[src/rtl/apb2_master_pkg.sv]
// apb2_master_pkg
// Shared definitions for the APB2 initiator slice:
//   - APB transfer phase encoding used by the master FSM
//   - default bus widths and command-buffer depth
//   - command entry layout {write, addr, wdata} and its width helper
package apb2_master_pkg;

  localparam int DEF_ADDR_BITS  = 6;
  localparam int DEF_DATA_BITS  = 8;
  localparam int DEF_FIFO_DEPTH = 4;

  typedef enum logic [1:0] {
    ST_IDLE   = 2'd0,
    ST_SETUP  = 2'd1,
    ST_ACCESS = 2'd2
  } apb_state_e;

  // A buffered command is packed MSB-first as {write, addr, wdata}.
  function automatic int cmd_entry_bits(input int addr_bits, input int data_bits);
    return 1 + addr_bits + data_bits;
  endfunction

endpackage

[src/rtl/apb2_master_if.sv]
// apb2_master_if
// Bundles the command port, the response port and the APB2 bus of the initiator.
//   cmd_valid/cmd_ready/cmd_write/cmd_addr/cmd_wdata : command handshake (to master)
//   rsp_valid/rsp_write/rsp_rdata                    : completion report (from master)
//   PADDR/PSEL/PENABLE/PWRITE/PWDATA                 : APB2 request (from master)
//   PRDATA                                           : APB2 read data (to master)
// Modport master is the initiator view; modport slave is the environment view
// (command source, response sink and APB target together).
interface apb2_master_if
  import apb2_master_pkg::*;
#(
  parameter int ADDR_BITS = DEF_ADDR_BITS,
  parameter int DATA_BITS = DEF_DATA_BITS
);

  logic                 cmd_valid;
  logic                 cmd_ready;
  logic                 cmd_write;
  logic [ADDR_BITS-1:0] cmd_addr;
  logic [DATA_BITS-1:0] cmd_wdata;

  logic                 rsp_valid;
  logic                 rsp_write;
  logic [DATA_BITS-1:0] rsp_rdata;

  logic [ADDR_BITS-1:0] PADDR;
  logic                 PSEL;
  logic                 PENABLE;
  logic                 PWRITE;
  logic [DATA_BITS-1:0] PWDATA;
  logic [DATA_BITS-1:0] PRDATA;

  modport master (
    input  cmd_valid, cmd_write, cmd_addr, cmd_wdata, PRDATA,
    output cmd_ready, rsp_valid, rsp_write, rsp_rdata,
    output PADDR, PSEL, PENABLE, PWRITE, PWDATA
  );

  modport slave (
    output cmd_valid, cmd_write, cmd_addr, cmd_wdata, PRDATA,
    input  cmd_ready, rsp_valid, rsp_write, rsp_rdata,
    input  PADDR, PSEL, PENABLE, PWRITE, PWDATA
  );

endinterface

[src/rtl/apb2_master_cmd_fifo.sv]
// apb2_cmd_fifo
// Synchronous show-ahead FIFO holding pending APB commands.
//   i_clk    : clock, rising edge
//   i_rst    : synchronous active-high reset, flushes the buffer
//   i_push   : write i_wdata (ignored while full)
//   i_wdata  : entry to store
//   i_pop    : drop the head entry (ignored while empty)
//   o_rdata  : head entry, valid combinationally whenever !o_empty
//   o_full   : no free entry
//   o_empty  : no stored entry
module apb2_cmd_fifo #(
  parameter int WIDTH = 15,
  parameter int DEPTH = 4
) (
  input  logic             i_clk,
  input  logic             i_rst,
  input  logic             i_push,
  input  logic [WIDTH-1:0] i_wdata,
  input  logic             i_pop,
  output logic [WIDTH-1:0] o_rdata,
  output logic             o_full,
  output logic             o_empty
);

  localparam int PTR_BITS = $clog2(DEPTH);
  localparam logic [PTR_BITS:0] PTR_ONE = {{PTR_BITS{1'b0}}, 1'b1};

  // Pointers carry one extra wrap bit so full and empty are distinguishable.
  logic [PTR_BITS:0] r_wr_ptr;
  logic [PTR_BITS:0] r_rd_ptr;
  logic [WIDTH-1:0]  r_mem [DEPTH];

  logic w_do_push;
  logic w_do_pop;

  assign o_empty   = (r_wr_ptr == r_rd_ptr);
  assign o_full    = (r_wr_ptr[PTR_BITS] != r_rd_ptr[PTR_BITS]) &&
                     (r_wr_ptr[PTR_BITS-1:0] == r_rd_ptr[PTR_BITS-1:0]);
  assign w_do_push = i_push && !o_full;
  assign w_do_pop  = i_pop && !o_empty;
  assign o_rdata   = r_mem[r_rd_ptr[PTR_BITS-1:0]];

  // Storage array; contents need no reset because the pointers define validity.
  always_ff @(posedge i_clk) begin
    if (w_do_push) begin
      r_mem[r_wr_ptr[PTR_BITS-1:0]] <= i_wdata;
    end
  end

  // Read/write pointer update with synchronous flush.
  always_ff @(posedge i_clk) begin
    if (i_rst) begin
      r_wr_ptr <= {(PTR_BITS+1){1'b0}};
      r_rd_ptr <= {(PTR_BITS+1){1'b0}};
    end else begin
      if (w_do_push) begin
        r_wr_ptr <= r_wr_ptr + PTR_ONE;
      end
      if (w_do_pop) begin
        r_rd_ptr <= r_rd_ptr + PTR_ONE;
      end
    end
  end

endmodule

[src/rtl/apb2_master.sv]
// apb2_master
// APB2 initiator: buffers commands, runs each as a fixed SETUP+ACCESS transfer
// and reports completion with a one-cycle response pulse.
//   clk  : clock, rising edge
//   rst  : synchronous active-high reset; aborts any transfer and flushes the buffer
//   bus  : apb2_master_if.master -- command port, response port and APB2 bus
//   busy : a transfer is running, commands are queued, or a response is being reported
module apb2_master
  import apb2_master_pkg::*;
#(
  parameter int ADDR_BITS  = DEF_ADDR_BITS,
  parameter int DATA_BITS  = DEF_DATA_BITS,
  parameter int FIFO_DEPTH = DEF_FIFO_DEPTH
) (
  input  logic          clk,
  input  logic          rst,
  apb2_master_if.master bus,
  output logic          busy
);

  localparam int ENTRY_BITS = cmd_entry_bits(ADDR_BITS, DATA_BITS);

  apb_state_e r_state;
  apb_state_e w_next_state;

  logic                  w_push;
  logic                  w_pop;
  logic                  w_full;
  logic                  w_empty;
  logic [ENTRY_BITS-1:0] w_push_entry;
  logic [ENTRY_BITS-1:0] w_head_entry;
  logic                  w_head_write;
  logic [ADDR_BITS-1:0]  w_head_addr;
  logic [DATA_BITS-1:0]  w_head_wdata;

  logic [ADDR_BITS-1:0]  r_paddr;
  logic                  r_psel;
  logic                  r_penable;
  logic                  r_pwrite;
  logic [DATA_BITS-1:0]  r_pwdata;
  logic                  r_rsp_valid;
  logic                  r_rsp_write;
  logic [DATA_BITS-1:0]  r_rsp_rdata;

  // cmd_ready follows the registered full flag only, so a pop in the same
  // cycle cannot reopen the port.
  assign bus.cmd_ready = !w_full;
  assign w_push        = bus.cmd_valid && !w_full;
  assign w_push_entry  = {bus.cmd_write, bus.cmd_addr, bus.cmd_wdata};

  assign w_head_write  = w_head_entry[ENTRY_BITS-1];
  assign w_head_addr   = w_head_entry[DATA_BITS +: ADDR_BITS];
  assign w_head_wdata  = w_head_entry[DATA_BITS-1:0];

  apb2_cmd_fifo #(
    .WIDTH (ENTRY_BITS),
    .DEPTH (FIFO_DEPTH)
  ) u_cmd_fifo (
    .i_clk   (clk),
    .i_rst   (rst),
    .i_push  (w_push),
    .i_wdata (w_push_entry),
    .i_pop   (w_pop),
    .o_rdata (w_head_entry),
    .o_full  (w_full),
    .o_empty (w_empty)
  );

  // Next transfer phase and head-pop decision.
  always_comb begin
    w_next_state = r_state;
    w_pop        = 1'b0;
    case (r_state)
      ST_IDLE: begin
        if (!w_empty) begin
          w_next_state = ST_SETUP;
          w_pop        = 1'b1;
        end else begin
          w_next_state = ST_IDLE;
        end
      end
      ST_SETUP: begin
        w_next_state = ST_ACCESS;
      end
      ST_ACCESS: begin
        // Queued work chains straight into the next SETUP with PSEL held high.
        if (!w_empty) begin
          w_next_state = ST_SETUP;
          w_pop        = 1'b1;
        end else begin
          w_next_state = ST_IDLE;
        end
      end
      default: begin
        w_next_state = ST_IDLE;
      end
    endcase
  end

  // Transfer phase register.
  always_ff @(posedge clk) begin
    if (rst) begin
      r_state <= ST_IDLE;
    end else begin
      r_state <= w_next_state;
    end
  end

  // APB request registers; address/direction/data load only when a command starts,
  // so they stay stable through ACCESS and hold while idle.
  always_ff @(posedge clk) begin
    if (rst) begin
      r_psel    <= 1'b0;
      r_penable <= 1'b0;
      r_paddr   <= {ADDR_BITS{1'b0}};
      r_pwrite  <= 1'b0;
      r_pwdata  <= {DATA_BITS{1'b0}};
    end else begin
      r_psel    <= (w_next_state != ST_IDLE);
      r_penable <= (w_next_state == ST_ACCESS);
      if (w_pop) begin
        r_paddr  <= w_head_addr;
        r_pwrite <= w_head_write;
        r_pwdata <= w_head_wdata;
      end
    end
  end

  // Response registers, loaded on the edge that ends ACCESS.
  always_ff @(posedge clk) begin
    if (rst) begin
      r_rsp_valid <= 1'b0;
      r_rsp_write <= 1'b0;
      r_rsp_rdata <= {DATA_BITS{1'b0}};
    end else begin
      r_rsp_valid <= (r_state == ST_ACCESS);
      if (r_state == ST_ACCESS) begin
        r_rsp_write <= r_pwrite;
        r_rsp_rdata <= r_pwrite ? {DATA_BITS{1'b0}} : bus.PRDATA;
      end
    end
  end

  assign bus.PADDR     = r_paddr;
  assign bus.PSEL      = r_psel;
  assign bus.PENABLE   = r_penable;
  assign bus.PWRITE    = r_pwrite;
  assign bus.PWDATA    = r_pwdata;
  assign bus.rsp_valid = r_rsp_valid;
  assign bus.rsp_write = r_rsp_write;
  assign bus.rsp_rdata = r_rsp_rdata;

  assign busy = (r_state != ST_IDLE) || !w_empty || r_rsp_valid;

endmodule

[src/flat_wrapper.sv]
// flat-port wrapper written by rule: the top's interface ports become plain ports
module apb2_master_flat import apb2_master_pkg::*;
#(
  parameter int ADDR_BITS  = DEF_ADDR_BITS,
  parameter int DATA_BITS  = DEF_DATA_BITS,
  parameter int FIFO_DEPTH = DEF_FIFO_DEPTH
)
  (clk, rst, busy, bus_cmd_valid, bus_cmd_write, bus_cmd_addr, bus_cmd_wdata, bus_PRDATA, bus_cmd_ready, bus_rsp_valid, bus_rsp_write, bus_rsp_rdata, bus_PADDR, bus_PSEL, bus_PENABLE, bus_PWRITE, bus_PWDATA);
  apb2_master_if #(.ADDR_BITS(ADDR_BITS), .DATA_BITS(DATA_BITS)) bus_i ();
  input  logic clk;
  input  logic rst;
  output logic busy;
  input wire logic [$bits(bus_i.cmd_valid)-1:0] bus_cmd_valid;
  input wire logic [$bits(bus_i.cmd_write)-1:0] bus_cmd_write;
  input wire logic [$bits(bus_i.cmd_addr)-1:0] bus_cmd_addr;
  input wire logic [$bits(bus_i.cmd_wdata)-1:0] bus_cmd_wdata;
  input wire logic [$bits(bus_i.PRDATA)-1:0] bus_PRDATA;
  output wire logic [$bits(bus_i.cmd_ready)-1:0] bus_cmd_ready;
  output wire logic [$bits(bus_i.rsp_valid)-1:0] bus_rsp_valid;
  output wire logic [$bits(bus_i.rsp_write)-1:0] bus_rsp_write;
  output wire logic [$bits(bus_i.rsp_rdata)-1:0] bus_rsp_rdata;
  output wire logic [$bits(bus_i.PADDR)-1:0] bus_PADDR;
  output wire logic [$bits(bus_i.PSEL)-1:0] bus_PSEL;
  output wire logic [$bits(bus_i.PENABLE)-1:0] bus_PENABLE;
  output wire logic [$bits(bus_i.PWRITE)-1:0] bus_PWRITE;
  output wire logic [$bits(bus_i.PWDATA)-1:0] bus_PWDATA;
  assign bus_i.cmd_valid = bus_cmd_valid;
  assign bus_i.cmd_write = bus_cmd_write;
  assign bus_i.cmd_addr = bus_cmd_addr;
  assign bus_i.cmd_wdata = bus_cmd_wdata;
  assign bus_i.PRDATA = bus_PRDATA;
  assign bus_cmd_ready = bus_i.cmd_ready;
  assign bus_rsp_valid = bus_i.rsp_valid;
  assign bus_rsp_write = bus_i.rsp_write;
  assign bus_rsp_rdata = bus_i.rsp_rdata;
  assign bus_PADDR = bus_i.PADDR;
  assign bus_PSEL = bus_i.PSEL;
  assign bus_PENABLE = bus_i.PENABLE;
  assign bus_PWRITE = bus_i.PWRITE;
  assign bus_PWDATA = bus_i.PWDATA;
  apb2_master #(.ADDR_BITS(ADDR_BITS), .DATA_BITS(DATA_BITS), .FIFO_DEPTH(FIFO_DEPTH)) u_core (.clk(clk), .rst(rst), .bus(bus_i), .busy(busy));
endmodule
[config.mk]
export PLATFORM = sky130hd
export DESIGN_NAME = apb2_master_flat
export DESIGN_NICKNAME = d
export VERILOG_FILES = /design/src/rtl/apb2_master_pkg.sv /design/src/rtl/apb2_master_if.sv /design/src/rtl/apb2_master_cmd_fifo.sv /design/src/rtl/apb2_master.sv /design/src/flat_wrapper.sv
export SDC_FILE = /design/constraint.sdc
export NUM_CORES = 1
export LEC_CHECK = 0
export ABC_AREA = 1
export CAP_MARGIN = 30
export CORE_ASPECT_RATIO = 0.5
export CORE_MARGIN = 2
export CORE_UTILIZATION = 30
export DETAILED_ROUTE_END_ITERATION = 7
export PLACE_DENSITY = 0.48
export SLEW_MARGIN = 20
export SYNTH_ARGS = -nofsm -noshare
export SYNTH_HDL_FRONTEND = slang
export SYNTH_SLANG_ARGS = --single-unit
[constraint.sdc]
create_clock -name clk -period 3.4 [get_ports clk]
set_input_delay 0.85 -clock clk [delete_from_list [all_inputs] [get_ports clk]]
set_output_delay 0.85 -clock clk [all_outputs]
set_load 0.1 [all_outputs]
# Word-level counts from Yosys, hierarchy flattened
# Memory sizes are Yosys's and may differ from the RTL's. A register that Yosys moved wholly into a read port is not among the register bits.
# Cells that the tools add are included.
dict set report classes {
  n_addsub 2
  reduce_logical 12
  n_eq_ne 6
  muxes 7
}
# operator n
set op_table {}
lappend op_table {{$mux 8} 1}
lappend op_table {{$add 3x1->3 const B} 2}
lappend op_table {{$mux 1} 5}
lappend op_table {{$eq 2x2->1 const B} 2}
lappend op_table {{$logic_and 1x1->1} 4}
lappend op_table {{$pmux 2 s2} 1}
lappend op_table {{$reduce_bool 2->1} 2}
lappend op_table {{$eq 3x3->1} 1}
lappend op_table {{$eq 2x1->1 const B} 1}
lappend op_table {{$eq 2x2->1} 1}
lappend op_table {{$logic_not 1->1} 2}
lappend op_table {{$logic_not 2->1} 1}
lappend op_table {{$logic_or 1x1->1} 2}
lappend op_table {{$reduce_or 2->1} 1}
lappend op_table {{$ne 1x1->1} 1}
dict set report word_totals {
  output_inout_bits 29
  mem_bits_rw 60
  word_cells 36
  register_bits 20
  n_memories 1
  in_bits 26
}
# memory depth word_bits rd rd_clocked_by_memory_dff wr line_no
set mem_list {}
lappend mem_list {u_core.u_cmd_fifo.r_mem 4 15 1 1 1 apb2_master_cmd_fifo.sv:31} ;# logic [WIDTH-1:0] r_mem [DEPTH];

# Depth between registers and ports, before layout
# Gate-level depths: netlist (run 1).
dict set report depth {
  word_depth 7
  depth_mapped 10
  depth_no_buf 8
}

# Cells and area by module
# From an unflattened synthesis (run 1), not the netlist that was laid out.
dict set report hier_totals {
  cells_unflattened 408
  area_unflattened_um2 3925.0
}
# module seq_area_each_um2 cells_per_inst n_inst area_each_um2
set by_module_without_submodules {}
lappend by_module_without_submodules {apb2_cmd_fifo 1961.9 221 1 2708.8}
lappend by_module_without_submodules {apb2_master 560.5 187 1 1216.2}

# Worst setup path before layout (run 1)
# No wires, ideal clock.
dict set report synth_path {
  path_type {register to output}
  start {register u_core.r_state[1]}
  end {output busy}
  arrival_time_ns 1.878
  slack_ns 0.672
  path_buffers 0
  t_required_ns 2.550
  stages_incl_launch_ff 3
  cell_sequence {dfxtp_1 -> nor3_1 -> nand4_1}
}
dict set report synth_between {
  elab_chain_len 3
}
# item line_no
set synth_rtl {}
lappend synth_rtl {{from (decl)} apb2_master.sv:23} ;# apb_state_e r_state;
lappend synth_rtl {{from (signal assigned)} apb2_master.sv:105} ;# r_state <= w_next_state;
lappend synth_rtl {{$reduce_bool 2->1} apb2_master.sv:153} ;# assign busy = (r_state != ST_IDLE) || !w_empty || r_rsp_valid;
lappend synth_rtl {{$logic_or 1x1->1 (2 in a row)} apb2_master.sv:153}
lappend synth_rtl {{to (decl)} flat_wrapper.sv:12} ;# output logic busy;
# Every way passes these cells.

# Worst setup path after layout (run 1)
dict set report layout_path {
  start {register u_core.u_cmd_fifo.r_rd_ptr[0]}
  end {output bus_cmd_ready}
}
dict set report layout_between {
  elab_chain_len 3
}
# item line_no
set layout_rtl {}
lappend layout_rtl {{from (decl)} apb2_master_cmd_fifo.sv:30} ;# logic [PTR_BITS:0] r_rd_ptr;
lappend layout_rtl {{from (signal assigned)} apb2_master_cmd_fifo.sv:54} ;# r_rd_ptr <= {(PTR_BITS+1){1'b0}};
lappend layout_rtl {{from (signal assigned)} apb2_master_cmd_fifo.sv:60} ;# r_rd_ptr <= r_rd_ptr + PTR_ONE;
lappend layout_rtl {{$eq 2x2->1} apb2_master_cmd_fifo.sv:38} ;# (r_wr_ptr[PTR_BITS-1:0] == r_rd_ptr[PTR_BITS-1:0]);
lappend layout_rtl {{$logic_and 1x1->1} apb2_master_cmd_fifo.sv:37} ;# assign o_full = (r_wr_ptr[PTR_BITS] != r_rd_ptr[PTR_BITS]) &&
lappend layout_rtl {{$logic_not 1->1} apb2_master.sv:47} ;# assign bus.cmd_ready = !w_full;
lappend layout_rtl {{to (decl)} flat_wrapper.sv:18} ;# output wire logic [$bits(bus_i.cmd_ready)-1:0] bus_cmd_ready;
# Every way passes these cells.

==> metrics.yaml, run 1 <==
grt_use_met1_pct: 18.46
clock_latency_ns: 0.34
setup_viol: 0
synth_top_area_share_pct: 48.08
min-delay-start: "u_core.bus.rsp_rdata[0]"
firstDrtPassIters: 4
max-cap-violations: 0
grt.busiest_layer: "met1"
timing.final.crit_share_pct: 75.76
use_met2_pct: 16.71
area_growth_syn_to_layout_pct: 26.01
yosys_warnings: 0
gp_congestion: 0.7459
status: "complete, no violations"
critPathRequiredTime_ns: 2.55
pin_count: 55
max_stage_delay_ns: 0.66
rows: 28
endpoint_kind: "output port"
grt_antenna_before_repair: 0
synth_top_area_cell: "edfxtp_1"
dpl.hpwl_um: 4898
synthTopCellsByArea: "edfxtp_1, dfxtp_1, nor2_1"
gr-usage-met3_pct: 4.346
synth.cell_area_um2: 3747
nNetsFinal: 462
hold_class: "reg -> reg"
setup-tns-final_ns: 0
final_cell_area_um2: 4722
fmax_ghz: 0.3882
syn_nets: 406
wl_um: 8058
path_buf_inv: 1
diodes: 0
cts-root-buf: "clkbuf_16"
cts_buffers: 9
ant_nets: 0
die_h_um: 83.03
fin_skew_ns: 0.009550
grt_max_degree: 33
powerDensity_nw_per_um2: 974.3
drc: 0
cts_tree: "done"
start_util_pct: 31.28
synth-seq-cells: 94
grt_pass1_wl_um: 12620
path_max_fanout: 14
crit_start: "u_core.u_cmd_fifo.r_rd_ptr[0]"
wire_per_inst_um: 13.41
fp.dieArea_um2: 13460
coreArea_um2: 11980
crit_family: "flip-flops"
final_common_cell: "nor2_1"
peakVddDrop_mv: 0.3858
fillers: 1210
slew_headroom_pct: 43.76
cts.path.max_buffers: 2
cts_sinks: 94
crit_chain: "nand2_1 > nand2_2 > nand3_2 > buf_12"
cts_max_level: 3
r2r-start: "u_core.u_cmd_fifo.r_rd_ptr[0]"
first_global_vias: 2288
critPathKind: "reg -> out"
synth_seq_area_share_pct: 66.24
slowest_stage: "dfxtp_1"
fin_crit_ns: 2.576
slew_viol_final: 0
vias: 2568
postCtsSetupBuffers: 0
hold_violations: 0
cts_hold_buffers: 0
dpl.cell_count: 585
synth_cell_type_count: 25
setup.worst_path.start_class: "flop"
dpl_worst_slack_ns: 0.8388
critPathArrivalTime_ns: 1.73
p_leak_nw: 1.850
clkSlewWorstSetupHoldPaths_ns: 0.07
whs_ns: 0.4668
track_usage_pct: 12.40
post_cts_resized: 0
post_dp_cell_area_um2: 4409
via_per_inst: 4.273
synthCells: 375
overflow: 0
final_cell_mix: "nor2_1, nand2_1, edfxtp_1"
drive_gt1_share_pct: 14.91
layout_setup_ws_ns: 0.8241
portBuffers: 54
final_cells: 601
drt_iter0_drc: 193
worst_pin_slew_ns: 0.8426
rsz0062_at_grt: "no"
die_w_um: 162.1
synth.avg_cell_area_um2: 9.993
## registers in the layout (all words and copies together), names as in the netlist
name	flops
u_core.bus.PADDR	6
u_core.u_cmd_fifo.r_mem	60
u_core.r_state	2
u_core.bus.PWRITE	1
u_core.bus.rsp_write	1
u_core.bus.PWDATA	8
u_core.u_cmd_fifo.r_wr_ptr	3
u_core.bus.rsp_valid	1
u_core.bus.PSEL	1
u_core.bus.rsp_rdata	8
u_core.u_cmd_fifo.r_rd_ptr	3
## layer usage
| layer | routed length, um | vias up |
|---|---|---|
| li1 | - | 1342 |
| met1 | 4358 | 1161 |
| met2 | 3248 | 63 |
| met3 | 415 | 2 |
| met4 | 34 | 0 |
| met5 | 0 | - |
## power breakdown
group | internal, mW | switching, mW | leakage (nW)
logic | 0.490 | 1.57 | 0.864
registers | 1.39 | 0.109 | 0.831
clock network | 0.588 | 0.453 | 0.154
total | 2.47 | 2.13 | 1.85
## synth_stat cells
master	instances
nand2_2	4
buf_4	1
nand4_1	1
nor2_1	88
nand3b_1	2
edfxtp_1	60
inv_2	4
a21oi_1	16
nand2_1	64
ha_1	5
buf_1	1
buf_6	3
inv_1	25
nor3_1	2
nor2_2	1
clkbuf_1	8
nand2_4	1
dfxtp_1	34
buf_2	3
o21ai_1	1
nand3_4	1
nand3_2	1
nand3_1	4
or2_2	1
o21ai_0	44
## worst min-delay path, delay by kind of cell (launching register included)
kind,cells,cell delay [ns]
flip-flops,1,0.31
AO/OA/AOI/OAI,1,0.05
AND/OR/NAND/NOR,1,0.06
## worst paths after layout
check	endpoint	slack [ns]	cells past startpoint
hold reg to reg	u_core.bus.rsp_rdata[0]	0.47	2
setup / recovery	bus_cmd_ready	0.82	4
setup reg to reg	u_core.u_cmd_fifo.r_mem[3][13]	1.34	6
hold / removal	u_core.bus.rsp_rdata[0]	0.47	2
## layout make-up
type	count	area, um2	share of cell area (%)
Clock buffer	9	225.2	4.769
Clock inverter	7	87.58	1.855
Inverter	29	108.9	2.305
Multi-Input combinational cell	236	1066	22.58
Sequential cell	94	2482	52.57
Tap cell	165	206.4	4.372
Timing Repair Buffer	61	545.5	11.55
## stage by stage
step,utilization (%),power [mW]
global route,39.41,4.899
detailed placement,36.80,3.607
global placement,36.80,3.606
CTS,39.41,4.664
finish,39.41,4.601
floorplan,-,3.143
## logic make-up (layout without fill, tap and decap cells)
| logic type | count (synthesis) | after routing | share of synthesized area [%] |
|---|---|---|---|
| buf+inv | 45 | 106 | 5.309 |
| compound gates | 61 | 61 | 8.147 |
| flops | 94 | 94 | 66.24 |
| fa+ha+maj | 5 | 5 | 1.669 |
| simple gates | 170 | 170 | 18.63 |
Power figures use the tool's default switching activity.
==> run 2, diff against run 1 <==
Clock period 3.4 ns to 2.45 ns, I/O delays scaled along.
==> metrics.yaml, run 2 (synthesized netlist as in run 1, its figures left out) <==
endpoint_kind: "output port"
wire_per_inst_um: 13.07
cts_max_level: 3
drc: 0
final_cell_mix: "nor2_1, nand2_1, edfxtp_1"
cts_buffers: 9
post_cts_resized: 0
ant_nets: 0
nNetsFinal: 464
setup_viol: 0
largest_reg_flops: 60
die_w_um: 162.1
slew_headroom_pct: 75.28
clock_latency_ns: 0.33
start_util_pct: 31.28
cts_sinks: 94
critPathArrivalTime_ns: 1.47
cts_tree: "done"
rows: 28
whs_ns: 0.4665
powerDensity_nw_per_um2: 1333
worst_pin_slew_ns: 0.3705
drive_gt1_share_pct: 14.84
drt_iter0_drc: 148
peakVddDrop_mv: 0.5010
crit_family: "simple AND/OR/NAND/NOR gates"
cts-root-buf: "clkbuf_16"
postCtsSetupBuffers: 0
rsz0062_at_grt: "no"
final_cells: 603
overflow: 0
first_global_vias: 2357
final_common_cell: "nor2_1"
track_usage_pct: 12.16
critPathRequiredTime_ns: 1.84
p_leak_nw: 1.844
portBuffers: 54
hold_violations: 0
crit_chain: "inv_1 > nand2_2 > nand2_2 > nand3_2 > buf_12"
max_stage_delay_ns: 0.36
dpl.cell_count: 587
fin_skew_ns: 0.004138
fin_crit_ns: 2.086
slowest_stage: "dfxtp_1"
cts.path.max_buffers: 2
fp.dieArea_um2: 13460
status: "complete, no violations"
utilization_pct: 39.37
grt_pass1_wl_um: 12640
clkSlewWorstSetupHoldPaths_ns: 0.07
wl_um: 7880
area_growth_syn_to_layout_pct: 25.88
critPathKind: "reg -> out"
path_max_fanout: 9
coreArea_um2: 11980
dpl.hpwl_um: 5002
diodes: 0
die_h_um: 83.03
vias: 2506
path_buf_inv: 2
fmax_ghz: 0.4795
cts_hold_buffers: 0
cp_common_cell: "nand2_2"
slew_viol_final: 0
hold_class: "reg -> reg"
setup-tns-final_ns: 0
via_per_inst: 4.156
grt_antenna_before_repair: 0
grt_max_degree: 34
pin_count: 55
max-cap-violations: 0
firstDrtPassIters: 5
gp_congestion: 0.6925
timing.final.crit_share_pct: 85.12
setup.worst_path.start_class: "flop"
## run 2: power breakdown
part	total [mW]	switching (mW)	internal [mW]	leakage [nW]
combinational	2.85	2.16	0.682	0.874
clock	1.38	0.583	0.794	0.138
sequential	2.06	0.132	1.93	0.831
total	6.29	2.88	3.41	1.84
## run 2: final timing paths
kind / slack, ns / depth (start not counted) / from / end
max reg2reg: 0.71 / 7 / u_core.u_cmd_fifo.r_wr_ptr[0] / u_core.u_cmd_fifo.r_mem[1][0]
min reg2reg: 0.47 / 2 / u_core.bus.rsp_rdata[6] / u_core.bus.rsp_rdata[6]
max: 0.36 / 5 / u_core.u_cmd_fifo.r_wr_ptr[0] / bus_cmd_ready
min: 0.47 / 2 / u_core.bus.rsp_rdata[6] / u_core.bus.rsp_rdata[6]
## run 2: area by class of cell
type / count / area [um2]
fillers: 1207 / 7264
flip-flops and latches: 94 / 2484
multi-input cells: 236 / 1066
repair buffers: 63 / 560.5
clock buffers: 11 / 232.7
well taps: 165 / 206.4
inverters: 29 / 108.9
clock inverters: 5 / 58.81
## run 2: tightest hold or removal path, stage by stage, from the launching register on
cell     delay (ns)
dfxtp_1        0.31
nand2_1        0.06
a21oi_1        0.05
## run 2: routing by layer
metal	vias to the layer above	global-route usage, %	part of all wire [%]
met4	0	3.862	1.2
met5	-	0	0
met2	46	17.41	40
met1	1113	17.54	54
met3	8	3.696	5.4
li1	1339	-	-
## run 2: through the flow
stage	worst slack (ns)	area [um2]	power, mW
finish	0.3644	4717	6.287
detailed placement	0.4044	4425	4.981
CTS	0.3622	4717	6.381
floorplan	0.007084	3749	4.362
global placement	0.4125	4425	4.975
global route	0.2831	4717	6.664
